$ cat src/rtl/dpram_burst_initiator.sv
// dpram_burst_initiator: turns burst commands into single-beat accesses on one RAM port.
// Define DPRAM_INIT_WRAP_ERR_EN to reject bursts that would run past the top address.
module dpram_burst_initiator #(
  parameter int ADDR_WIDTH   = 3,
  parameter int DATA_WIDTH   = 8,
  parameter int READ_LATENCY = 1,
  parameter int LEN_WIDTH    = 4
) (
  input  logic                  i_clk,
  input  logic                  i_rst_n,
  input  logic                  i_cmd_valid,
  output logic                  o_cmd_ready,
  input  logic                  i_cmd_write,
  input  logic [ADDR_WIDTH-1:0] i_cmd_addr,
  input  logic [LEN_WIDTH-1:0]  i_cmd_len,
  input  logic                  i_wr_valid,
  input  logic [DATA_WIDTH-1:0] i_wr_data,
  output logic                  o_wr_ready,
  output logic                  o_rd_valid,
  output logic [DATA_WIDTH-1:0] o_rd_data,
  input  logic                  i_rd_ready,
  output logic                  o_ram_en,
  output logic                  o_ram_we,
  output logic [ADDR_WIDTH-1:0] o_ram_addr,
  output logic [DATA_WIDTH-1:0] o_ram_din,
  input  logic [DATA_WIDTH-1:0] i_ram_dout,
  output logic                  o_busy,
  output logic                  o_done,
  output logic                  o_err
);
  localparam int FIFO_DEPTH = READ_LATENCY + 2;
  localparam int PW = $clog2(FIFO_DEPTH);
  localparam int CW = $clog2(FIFO_DEPTH + 1);
  typedef enum logic [1:0] {IDLE, WRITE, READ, DRAIN} state_t;
  state_t                  r_state;
  logic                    r_cmd_ready, r_wr_ready, r_busy, r_done;
  logic [ADDR_WIDTH-1:0]   r_cur;
  logic [LEN_WIDTH-1:0]    r_len;
  logic [LEN_WIDTH:0]      r_cnt;
  logic                    r_ram_en, r_ram_we;
  logic [ADDR_WIDTH-1:0]   r_ram_addr;
  logic [DATA_WIDTH-1:0]   r_ram_din;
  logic [READ_LATENCY-1:0] r_infl;
  logic [DATA_WIDTH-1:0]   r_mem [FIFO_DEPTH];
  logic [PW-1:0]           r_wp, r_rp;
  logic [CW-1:0]           r_count;
  logic                    w_req, w_push, w_pop, w_last, w_credit;
  logic [7:0]              w_out;
`ifdef DPRAM_INIT_WRAP_ERR_EN
  localparam int SW = ADDR_WIDTH + LEN_WIDTH + 1;
  logic r_err;
  logic w_wrap;
  assign w_wrap = (SW'(i_cmd_addr) + SW'(i_cmd_len)) > SW'(2**ADDR_WIDTH - 1);
  assign o_err  = r_err;
`else
  assign o_err  = 1'b0;
`endif
  assign w_req      = r_ram_en & ~r_ram_we;
  assign w_push     = r_infl[READ_LATENCY-1];
  assign o_rd_valid = (r_count != '0);
  assign w_pop      = o_rd_valid & i_rd_ready;
  assign w_last     = (r_cnt == {1'b0, r_len});
  // every read not yet handed to the client holds a FIFO slot; a pop this cycle frees one
  assign w_out      = 8'(w_req) + 8'($countones(r_infl)) + 8'(r_count) - 8'(w_pop);
  assign w_credit   = (w_out < 8'(FIFO_DEPTH));
  assign o_rd_data  = o_rd_valid ? r_mem[r_rp] : '0;
  assign o_cmd_ready = r_cmd_ready;
  assign o_wr_ready  = r_wr_ready;
  assign o_busy      = r_busy;
  assign o_done      = r_done;
  assign o_ram_en    = r_ram_en;
  assign o_ram_we    = r_ram_we;
  assign o_ram_addr  = r_ram_addr;
  assign o_ram_din   = r_ram_din;

  always_ff @(posedge i_clk or negedge i_rst_n) begin
    if (!i_rst_n) begin
      r_state     <= IDLE;
      r_cmd_ready <= 1'b0;
      r_wr_ready  <= 1'b0;
      r_busy      <= 1'b0;
      r_done      <= 1'b0;
      r_cur       <= '0;
      r_len       <= '0;
      r_cnt       <= '0;
      r_ram_en    <= 1'b0;
      r_ram_we    <= 1'b0;
      r_ram_addr  <= '0;
      r_ram_din   <= '0;
`ifdef DPRAM_INIT_WRAP_ERR_EN
      r_err       <= 1'b0;
`endif
    end else begin
      r_done   <= 1'b0;
      r_ram_en <= 1'b0;
      r_ram_we <= 1'b0;
`ifdef DPRAM_INIT_WRAP_ERR_EN
      r_err    <= 1'b0;
`endif
      case (r_state)
        IDLE: begin
          if (r_cmd_ready && i_cmd_valid) begin
`ifdef DPRAM_INIT_WRAP_ERR_EN
            if (w_wrap) r_err <= 1'b1; else
`endif
            begin
              r_state     <= i_cmd_write ? WRITE : READ;
              r_cmd_ready <= 1'b0;
              r_wr_ready  <= i_cmd_write;
              r_busy      <= 1'b1;
              r_cur       <= i_cmd_addr;
              r_len       <= i_cmd_len;
              r_cnt       <= '0;
            end
          end else begin
            r_cmd_ready <= 1'b1;
          end
        end
        WRITE: begin
          if (i_wr_valid) begin
            r_ram_en   <= 1'b1;
            r_ram_we   <= 1'b1;
            r_ram_addr <= r_cur;
            r_ram_din  <= i_wr_data;
            r_cur      <= r_cur + 1'b1;
            r_cnt      <= r_cnt + 1'b1;
            if (w_last) begin
              r_state     <= IDLE;
              r_wr_ready  <= 1'b0;
              r_cmd_ready <= 1'b1;
              r_busy      <= 1'b0;
              r_done      <= 1'b1;
            end
          end
        end
        READ: begin
          if (w_credit) begin
            r_ram_en   <= 1'b1;
            r_ram_addr <= r_cur;
            r_cur      <= r_cur + 1'b1;
            r_cnt      <= r_cnt + 1'b1;
            if (w_last) r_state <= DRAIN;
          end
        end
        DRAIN: begin
          if (w_out == 8'd0) begin
            r_state     <= IDLE;
            r_cmd_ready <= 1'b1;
            r_busy      <= 1'b0;
            r_done      <= 1'b1;
          end
        end
        default: r_state <= IDLE;
      endcase
    end
  end

  always_ff @(posedge i_clk or negedge i_rst_n) begin
    if (!i_rst_n) begin
      r_infl  <= '0;
      r_wp    <= '0;
      r_rp    <= '0;
      r_count <= '0;
    end else begin
      r_infl  <= (r_infl << 1) | READ_LATENCY'(w_req);
      if (w_push) r_wp <= (r_wp == PW'(FIFO_DEPTH - 1)) ? '0 : r_wp + 1'b1;
      if (w_pop) r_rp <= (r_rp == PW'(FIFO_DEPTH - 1)) ? '0 : r_rp + 1'b1;
      r_count <= r_count + CW'(w_push) - CW'(w_pop);
    end
  end

  always_ff @(posedge i_clk) begin
    if (w_push) r_mem[r_wp] <= i_ram_dout;
  end
endmodule

$ cat config.mk
export PLATFORM = sky130hd
export DESIGN_NAME = dpram_burst_initiator
export DESIGN_NICKNAME = d
export VERILOG_FILES = /design/src/rtl/dpram_burst_initiator.sv
export SDC_FILE = /design/constraint.sdc
export NUM_CORES = 1
export LEC_CHECK = 0
export BUFFER_PORTS_ARGS = -buffer_cell sky130_fd_sc_hd__buf_4
export CAP_MARGIN = 20
export CORE_ASPECT_RATIO = 0.6
export CORE_MARGIN = 5
export CORE_UTILIZATION = 49
export CTS_CLUSTER_SIZE = 10
export DETAILED_ROUTE_END_ITERATION = 7
export PLACE_DENSITY = 0.75
export RECOVER_POWER = 25
export SYNTH_ARGS = -nofsm -noshare
export SYNTH_HDL_FRONTEND = slang
export SYNTH_SLANG_ARGS = --single-unit
$ cat constraint.sdc
create_clock -name i_clk -period 3 [get_ports i_clk]
set_input_delay 0 -clock i_clk [delete_from_list [all_inputs] [get_ports i_clk]]
set_output_delay 0 -clock i_clk [all_outputs]
set_load 0.01 [all_outputs]
==> impl_results.md <==
- Status: finished, violations left
- Failing checks: max-capacitance violations, max-slew violations
- CP Max Fanout: 11
- Hold Startpoint: i_rd_ready
- I/O Buffers: 54
- DRC: 0
- Most frequent cell after synthesis: dfrtp_1
- Initial DRC count: 87
- Crit path from: r_count[0]$_DFF_PN0_
- Clock buffer depth: 2
- CTS sink count: 62
- Post-Synthesis Cells: 234
- Largest net degree at the start of global routing: 39
- DIE HEIGHT: 69.2 um
- DIE AREA: 7520 sq um
- DR vias/cell: 5.02
- GR Util All Layers: 17.9%
- Skew final: 0.00721 ns
- Largest delay contributor family on the critical path: adder cells
- Vias in the first global route: 2124
- Nets: 370
- Worst hold path class: input port to register
- Critical path type: register to register
- Buf/Inv on CP: 3
- Max H-tree Level: 3
- Clk slew on worst S/H paths: 0.07 ns
- CP Cell Sequence: o21ai_2 -> inv_2 -> ha_4 -> fa_2 -> inv_2 -> fa_1 -> nor2b_4 -> o31ai_4 -> nand4b_1 -> buf_6 -> a211o_1
- Period utilization: 97.3%
- Cell mode on critical path: inv_2
- First-pass GRT wire length: 10300 um
- Hold Vio Cnt, Final: 0
- Asr flop ratio synth: 61.3%
- Starting density of the core: 50.9%
- Antenna cells: 0
- CTS tree: done
- Post-synth net total: 277
- RePlAce Congestion: 0.859
- Initial antenna violation count: 0
- Drt pass-1 iters: 4
- Worst-skew pair later-pin latency: 0.34 ns
- Worst EP required: 3.23 ns
- Hold Worst Slack: 0.0753 ns
- Share of layout cells above drive strength 1: 30.7%
- Yosys reg bits: 62
- Finish-stage setup viols: 0
- Yosys warnings: 0
- Register area share after synthesis: 58.4%
- Gr ovfl total: 0
- Mapped Area: 2860 sq um
- Non-filler cells, final: 412
- F_max: 0.343 GHz
- Primary FF master, synth: dfrtp_1
- Total number of vias: 2069
- Post-synth EDFFs: 24
- RSZ-0062 raised after global routing: yes
- Max Slew Vio Count: 39
- Most area-hungry cell type in the Yosys netlist: dfrtp_1
- Die X: 109 um
- DRT Wirelength: 6280 um
- Root Driver: clkbuf_8
- Mean routed wirelength per cell: 15.2 um
- CP max stage delay: 0.44 ns
- Tightest Pin Transition: 2.03 ns
- Yosys top cell area share: 33.2%
- Syn avg cell area: 12.2 sq um
- Area contributors post-synth: dfrtp_1 (33%), edfxtp_1 (25%), mux2_2 (6.3%), ha_1 (5.2%), mux2i_1 (4.9%)
- Slew headroom: -35.2%
- Fillers: 399
- Pwr dens: 1060 nW/um^2
- Slowest CP cell: fa_1
- Worst r2r src: r_count[0]$_DFF_PN0_
- LEAKAGE: 1.73 nW
- Std cell rows: 21
- Total of max-cap violations: 1
- ANT nets after route: 0
- Maximum VDD drop: 0.000465 V
- Crit path launch type: register
- Total power: 4.10 mW
- Critical path arrival: 3.15 ns
- Synth cell count leaders: dfrtp_1 (38), edfxtp_1 (24), nor2_1 (23)
- Period minus WS final: 2.92 ns
- Synth cell types: 41
- Core ar.: 5620 sq um
- Crit. End Element: register
- Placed Cells: 369
- Final HPWL DP: 4320 um
- Layout area overhead: 35.5%
- CTS Buf Count: 9
- I/O pin count: 56
[flip-flops by register name, summed over array words and instances (netlist names), 2 cells and up]
| name | flops |
|---|---|
| r_mem | 24 |
| o_ram_din | 8 |
| r_cnt | 5 |
| r_len | 4 |
| o_ram_addr | 3 |
| r_cur | 3 |
| r_count | 2 |
| r_rp | 2 |
| r_state | 2 |
| r_wp | 2 |
[what timing repair did]
item,4_1_cts,5_1_grt
buffers inserted,3,0
hold endpoints to repair,78,0
gates resized for setup,6,6
hold buffers,24,0
setup endpoints to repair,11,13
pin swaps,5,7
[routing by layer]
| metal | track usage [%] | part of all wire (%) | vias to the layer above |
|---|---|---|---|
| met5 | 0 | 0 | - |
| met4 | 5.04 | 1.3 | 0 |
| met3 | 7.16 | 6.5 | 7 |
| met2 | 26.6 | 47 | 73 |
| met1 | 24.2 | 45 | 983 |
| li1 | - | - | 1006 |
[path summary, 6_finish.rpt]
path	to	slack, ns	cells past startpoint
worst max-delay path	r_cur[2]$_DFFE_PN0P_	0.08	11
worst min-delay path	r_rp[1]$_DFFE_PN0P_	0.08	5
worst max register to register	r_cur[2]$_DFFE_PN0P_	0.08	11
worst min register to register	o_ram_addr[0]$_DFFE_PN0P_	0.52	1
max in group asynchronous	r_state[1]$_DFFE_PN0P_	1.04	2
min in group asynchronous	r_len[3]$_DFFE_PN0P_	0.79	2
[logic make-up after synthesis]
group	Yosys count	synth area share [%]
compound gates	36	7.91
buf+inv	23	3.19
flops	62	58.4
simple gates	62	10.7
mux	30	11.2
fa+ha+maj	14	6.64
other cells	1	0.131
xor+xnor	6	1.84
[tightest hold or removal path, cell delays in order]
cell and delay [ns]:
buf_4 0.08, o21ai_2 0.06, buf_4 0.14, nand2_1 0.05
nand2_1 0.04
[report_power, final]
| group | switching (mW) | internal (mW) |
|---|---|---|
| sequential | 0.242 | 1.14 |
| combinational | 0.980 | 1.02 |
| clock | 0.341 | 0.384 |
| total | 1.56 | 2.54 |
[layout make-up]
type	count	area (sq um)	area share [%]
well taps	80	100	2.58
inverters	16	60.1	1.55
clock inverters	7	75.1	1.93
repair buffers	89	698	18.0
multi-input cells	149	1150	29.7
flip-flops and latches	62	1670	43.1
clock buffers	9	124	3.19
[stage by stage]
stage	area (sq um)	setup slack, ns	util, %	setup TNS, ns
global route	3880	-0.0581	69.0	-0.344
CTS	3890	0.0512	69.2	0
floorplan	2870	0.0185	-	0
finish	3880	0.0819	69.0	0
detailed placement	3400	-0.103	60.5	-0.676
global placement	3400	0.0132	60.5	0
[layout by cell type, fill, tap and decap left out, types with 2 or more instances in the layout]
master,Yosys,final
a21o_1,2,2
a21oi_1,13,12
and2_1,3,3
buf_4,1,55
clkbuf_1,4,9
clkbuf_8,0,9
clkinv_4,0,2
clkinvlp_4,0,3
dfrtp_1,38,38
dlygate4sd3_1,0,24
edfxtp_1,24,24
ha_1,12,11
inv_1,16,14
inv_2,0,2
mux2_2,16,16
mux2i_1,14,14
nand2_1,13,13
nand2b_1,4,4
nand3_1,4,4
nand3b_1,2,2
nand4b_1,2,2
nor2_1,23,23
nor3b_1,3,3
o21ai_0,5,4
o21ai_1,7,7
o31ai_2,3,3
xnor2_1,4,4
xor2_1,2,2
(Power assumes the default switching activity.)
